`src/rtl/clkdiv_pkg.sv`:
```
// Shared constants for the clock divider: default sizes, minimum legal divisor
// and the controller state encoding.
package clkdiv_pkg;

    localparam int CLKDIV_WIDTH       = 28;
    localparam int CLKDIV_DEFAULT_DIV = 5;
    localparam int CLKDIV_MIN_DIV     = 2;

    localparam logic [1:0] ST_IDLE  = 2'd0;
    localparam logic [1:0] ST_RUN   = 2'd1;
    localparam logic [1:0] ST_DRAIN = 2'd2;

endpackage

```
`src/rtl/clkdiv_counter.sv`:
```
// Period counter for the clock divider: counts 0..div_active-1 while enabled,
// flags the wrap cycle and registers the divided clock and period tick.
module clkdiv_counter
    import clkdiv_pkg::*;
#(
    parameter int WIDTH = CLKDIV_WIDTH
) (
    input  logic             clock_in,
    input  logic             reset_n,
    input  logic             count_en,
    input  logic [WIDTH-1:0] div_active,
    output logic             wrap,
    output logic             clock_out,
    output logic             tick
);

    logic [WIDTH-1:0] counter;

    // ">=" rather than "==" so a shrinking divisor can never strand the counter
    assign wrap = count_en && (counter >= (div_active - WIDTH'(1)));

    always_ff @(posedge clock_in or negedge reset_n) begin
        if (!reset_n) begin
            counter <= '0;
        end else if (!count_en || wrap) begin
            counter <= '0;
        end else begin
            counter <= counter + WIDTH'(1);
        end
    end

    always_ff @(posedge clock_in or negedge reset_n) begin
        if (!reset_n) begin
            clock_out <= 1'b0;
            tick      <= 1'b0;
        end else begin
            clock_out <= count_en && (counter < (div_active >> 1));
            tick      <= count_en && (counter == '0);
        end
    end

endmodule

```
`src/rtl/clkdiv_controller.sv`:
```
// Programmable clock divider: IDLE/RUN/DRAIN run control plus a one-deep
// divisor handshake whose updates only land at a period boundary or in IDLE.
module clkdiv_controller
    import clkdiv_pkg::*;
#(
    parameter int WIDTH           = CLKDIV_WIDTH,
    parameter int DEFAULT_DIVISOR = CLKDIV_DEFAULT_DIV
) (
    input  logic             clock_in,
    input  logic             reset_n,
    input  logic             enable,
    input  logic             cfg_valid,
    input  logic [WIDTH-1:0] cfg_divisor,
    output logic             cfg_ready,
    output logic             clock_out,
    output logic             tick,
    output logic             busy,
    output logic             cfg_error
);

    logic [1:0]       state;
    logic [WIDTH-1:0] div_active;
    logic [WIDTH-1:0] pending_divisor;
    logic             pending_valid;
    logic             count_en;
    logic             wrap;
    logic             transfer;
    logic             divisor_ok;

    assign count_en   = (state != ST_IDLE);
    assign busy       = count_en;
    assign cfg_ready  = !pending_valid;
    assign transfer   = cfg_valid && cfg_ready;
    assign divisor_ok = (cfg_divisor >= WIDTH'(CLKDIV_MIN_DIV));

    always_ff @(posedge clock_in or negedge reset_n) begin
        if (!reset_n) begin
            state <= ST_IDLE;
        end else begin
            case (state)
                ST_IDLE:  if (enable) state <= ST_RUN;
                ST_RUN:   if (!enable) state <= ST_DRAIN;
                ST_DRAIN: begin
                    if (enable) begin
                        state <= ST_RUN;
                    end else if (wrap) begin
                        state <= ST_IDLE;
                    end
                end
                default:  state <= ST_IDLE;
            endcase
        end
    end

    // A transfer only happens while nothing is pending, so the commit of an
    // old pending divisor and the capture of a new one never collide.
    always_ff @(posedge clock_in or negedge reset_n) begin
        if (!reset_n) begin
            div_active      <= WIDTH'(DEFAULT_DIVISOR);
            pending_divisor <= '0;
            pending_valid   <= 1'b0;
            cfg_error       <= 1'b0;
        end else begin
            cfg_error <= transfer && !divisor_ok;
            if (pending_valid && (wrap || state == ST_IDLE)) begin
                div_active    <= pending_divisor;
                pending_valid <= 1'b0;
            end
            if (transfer && divisor_ok) begin
                if (state == ST_IDLE) begin
                    div_active <= cfg_divisor;
                end else begin
                    pending_divisor <= cfg_divisor;
                    pending_valid   <= 1'b1;
                end
            end
        end
    end

    clkdiv_counter #(
        .WIDTH(WIDTH)
    ) u_counter (
        .clock_in   (clock_in),
        .reset_n    (reset_n),
        .count_en   (count_en),
        .div_active (div_active),
        .wrap       (wrap),
        .clock_out  (clock_out),
        .tick       (tick)
    );

endmodule

```
`config.mk`:
```
export PLATFORM = sky130hd
export DESIGN_NAME = clkdiv_controller
export DESIGN_NICKNAME = d
export VERILOG_FILES = /design/src/rtl/clkdiv_pkg.sv /design/src/rtl/clkdiv_counter.sv /design/src/rtl/clkdiv_controller.sv
export SDC_FILE = /design/constraint.sdc
export NUM_CORES = 1
export LEC_CHECK = 0
export BUFFER_PORTS_ARGS = -buffer_cell sky130_fd_sc_hd__buf_2
export CORE_ASPECT_RATIO = 2
export CORE_UTILIZATION = 30
export CTS_BUF_LIST = sky130_fd_sc_hd__clkbuf_8
export DETAILED_ROUTE_END_ITERATION = 7
export PLACE_DENSITY = 0.5
export SLEW_MARGIN = 5
export SYNTH_ARGS = -nofsm -noshare
export SYNTH_HDL_FRONTEND = slang
export SYNTH_HIERARCHICAL = 1
export SYNTH_SLANG_ARGS = --single-unit
```
`constraint.sdc`:
```
create_clock -name clock_in -period 8.9 [get_ports clock_in]
set_clock_uncertainty 0.15 [all_clocks]
set_input_delay 1.78 -clock clock_in [delete_from_list [all_inputs] [get_ports clock_in]]
set_output_delay 1.78 -clock clock_in [all_outputs]
set_load 0.02 [all_outputs]
```
==> metrics.md <==
| Metric | Value |
|---|---|
| Status | finished, final reports clean |
| Fin. max-slew vios | 0 |
| CTS sink cnt | 90 |
| Min Tclk post-route | 5.20 ns |
| Vias in the first global route | 4639 |
| Post-CTS Hold Buffers | 0 |
| Mapped Cells | 570 |
| Synth Net Count | 659 |
| Multi-input logic area | 3550 sq um |
| RePlAce Congestion | 0.855 |
| Cell depth of the worst flop-to-flop path | 15 |
| CTS resizes | 0 |
| Per-cell routed wire length | 17.3 um |
| Fraction of layout cells with a size suffix above 1 | 25.0% |
| Clock transition at path regs | 0.09 ns |
| Final nets | 693 |
| Initial antenna violation count | 0 |
| Final HPWL DP | 11900 um |
| DR iter-0 viols | 115 |
| Total CTS buffers | 9 |
| Max cap viols | 0 |
| Pin count of the biggest net entering global routing | 57 |
| First-pass GRT wire length | 24700 um |
| N_diodes | 0 |
| Post-Synth Adder-Cell Area | 11.8% |
| Worst Path Max Fanout | 29 |
| Post-DP Area | 6480 sq um |
| Setup TNS | 0 ns |
| Max Root-Sink Buffers | 2 |
| Max H-tree Level | 3 |
| CTS tree | yes |
| Synth Area in Simple Gates | 16.3% |
| Critical path endpoint category | flip-flop |
| Critical path launch point type | flip-flop |
| EDFF count, synth | 0 |
| Static Leak | 2.97 nW |
| Pwr Total | 1.44 mW |
| Slew HR | 22.0% |
| CP arrival | 5.32 ns |
| Die ar. | 20800 sq um |
| Fin. Hold Viols | 0 |
| Synth Cell Area | 6050 sq um |
| Final setup violation count | 0 |
| Flops & latches, synth | 90 |
| Syn_area_per_cell | 10.6 sq um |
| DRC | 0 |
| Die Y | 203 um |
| Post-synthesis sequential area ratio | 37.3% |
| Synth Flop Type | dfrtp_1 |
| Root buffer cell | clkbuf_8 |
| Final Cycle Share | 58.4% |
| Hold path cells | 1 |
| RSZ-0062 raised after global routing | false |
| Worst R2R Setup Slack | 3.70 ns |
| Starting density of the core | 30.5% |
| Worst R2R End | div_active[12]$_DFF_PN0_ |
| Via density per instance | 5.05 |
| Post-Layout Inst Area | 6670 sq um |
| Layout area overhead | 10.3% |
| Post-synthesis cell type count | 51 |
| HP Start | state[1]$_DFFE_PN0P_ |
| Yosys warning count | 6 |
| Main combinational cell family by area after synthesis | multiplexers |
| Min-Delay Endpoint | state[0]$_DFFE_PN0P_ |
| Vias | 4398 |
| Critical Path Source | div_active[4]$_DFF_PN0_ |
| Crit path kind | flip-flop to flip-flop |
| Core area | 19800 sq um |
| Router iterations before antenna repair | 4 |
| FMAX | 192 MHz |
| Async S/R FF share, synth | 100% |
| Worst R2R Start | div_active[4]$_DFF_PN0_ |
| Row cnt | 73 |
| Die width | 102 um |
| Post-CTS setup buffer count | 0 |
| Port-buffer cells | 36 |
| Max IR drop VDD | 118 uV |
| Post-route ant nets | 0 |
| Post-Synth XOR/XNOR Area | 7.22% |
| Required time worst endpoint | 9.02 ns |
| Ports | 37 |
| Cell Pwr Density | 216 nW/um^2 |
| Tightest Pin Transition | 1.17 ns |
| Multiplexer area fraction after synthesis | 16.9% |
| Tot GR Track Use | 15.8% |
| Gr ovfl total | 0 |
| Synth Area in Compound Gates | 6.35% |
| Clock Latency Late Sink | 0.38 ns |
| FF/Latch Area | 2250 sq um |
| Min-Delay Path Class | flip-flop to flip-flop |
| Fill count | 2037 |
| Routed WL | 15100 um |
## Yosys cell counts (3+ instances only)
| library cell | number | area (sq um) |
|---|---|---|
| a21oi_1 | 24 | 120 |
| a31oi_1 | 4 | 25.0 |
| a41oi_1 | 3 | 26.3 |
| and2_1 | 3 | 18.8 |
| and3_1 | 7 | 43.8 |
| and4_1 | 5 | 43.8 |
| buf_2 | 7 | 35.0 |
| dfrtp_1 | 88 | 2200 |
| ha_1 | 57 | 713 |
| inv_1 | 36 | 135 |
| mux2_2 | 63 | 709 |
| mux2_4 | 20 | 300 |
| nand2_1 | 32 | 120 |
| nand2b_1 | 3 | 18.8 |
| nand3_1 | 21 | 105 |
| nand4_1 | 13 | 81.3 |
| nor2_1 | 18 | 67.6 |
| nor2b_1 | 3 | 18.8 |
| nor3_1 | 44 | 220 |
| nor3b_1 | 4 | 30.0 |
| nor4_1 | 16 | 100 |
| o21a_1 | 3 | 22.5 |
| o21ai_0 | 11 | 55.1 |
| xnor2_1 | 42 | 368 |
| xor2_1 | 6 | 52.6 |
## critical path, cell delays in order (launching register included)
cell,delay (ns)
dfrtp_1,0.42
nor4_4,0.41
nand2_1,0.12
or4_1,0.44
xnor2_1,0.15
ha_1,0.29
a21oi_1,0.14
o21ai_0,0.12
a2111oi_0,0.70
a211oi_4,0.12
buf_4,0.27
o21a_1,0.25
o21ai_2,0.46
buf_4,0.39
mux2_2,0.38
mux2_2,0.26
## through the flow
stage                     worst slack, ns  hold WS, ns  std cells  util [%]
after floorplan                      4.59        0.304        570         -
after global placement               3.83        0.325        855      32.7
after detailed placement             3.68        0.331        855      32.7
after CTS                            3.66        0.344        871      33.7
after global routing                 3.31        0.376        871      33.7
final                                3.70        0.341        871      33.7
## worst max-delay path by stage
stage | end
finish | div_active[12]$_DFF_PN0_
global route | div_active[12]$_DFF_PN0_
CTS | div_active[12]$_DFF_PN0_
detailed placement | div_active[12]$_DFF_PN0_
global placement | div_active[8]$_DFF_PN0_
floorplan | div_active[24]$_DFF_PN0_
## layout make-up
| type | count | area share, % |
|---|---|---|
| multi-input combinational | 427 | 53.3 |
| sequential | 90 | 33.8 |
| tap | 262 | 4.91 |
| timing repair buffer | 40 | 3.19 |
| clock buffer | 11 | 2.27 |
| inverter | 36 | 2.02 |
| clock inverter | 5 | 0.562 |
## logic make-up after synthesis
group                    count (synthesis)
AND/OR/NAND/NOR                        179
flip-flops                              90
multiplexers                            84
AO/OA/AOI/OAI                           58
adder cells (fa/ha/maj)                 57
buffers and inverters                   53
XOR/XNOR                                49
## placed cells by master, fill, tap and decap left out, drive strengths merged, types with 2 or more instances in the layout
cell type	netlist	final
xor2	6	6
ha	57	57
nand3	21	21
nand2	33	33
and3	7	7
nor2	18	18
inv	36	39
xnor2	43	43
nor3	44	44
a211oi	2	2
nand4	14	14
and2	3	3
or4	3	3
a2111oi	2	2
nor4	19	19
a31oi	4	4
a21oi	24	24
a41oi	3	3
dfstp	2	2
o211ai	2	2
o21ai	12	12
nor3b	4	4
o21a	3	3
buf	13	40
dfrtp	88	88
mux2	84	84
nand2b	3	3
and4	5	5
clkbuf	4	11
nor2b	3	3
## power by group
| group | switching, mW | internal (mW) | leakage (nW) |
|---|---|---|---|
| registers | 0.103 | 0.513 | 1.12 |
| clock network | 0.155 | 0.118 | 0.0977 |
| logic | 0.271 | 0.282 | 1.75 |
## layer usage
layer | up-vias | routed length (um) | GRT usage (%)
met3 | 28 | 295 | 2.13
met4 | 0 | 541 | 8.37
met5 | - | 0 | 0
met2 | 77 | 8600 | 29.8
met1 | 2163 | 5620 | 16.2
li1 | 2130 | - | -
## flip-flops by register name (all words and copies together), names as in the netlist
register / cells
cfg_error: 1
div_active: 28
pending_divisor: 28
pending_valid: 1
state: 2
u_counter/clock_out: 1
u_counter/counter: 28
u_counter/tick: 1
Note: power is estimated with default switching activity, not from simulation.
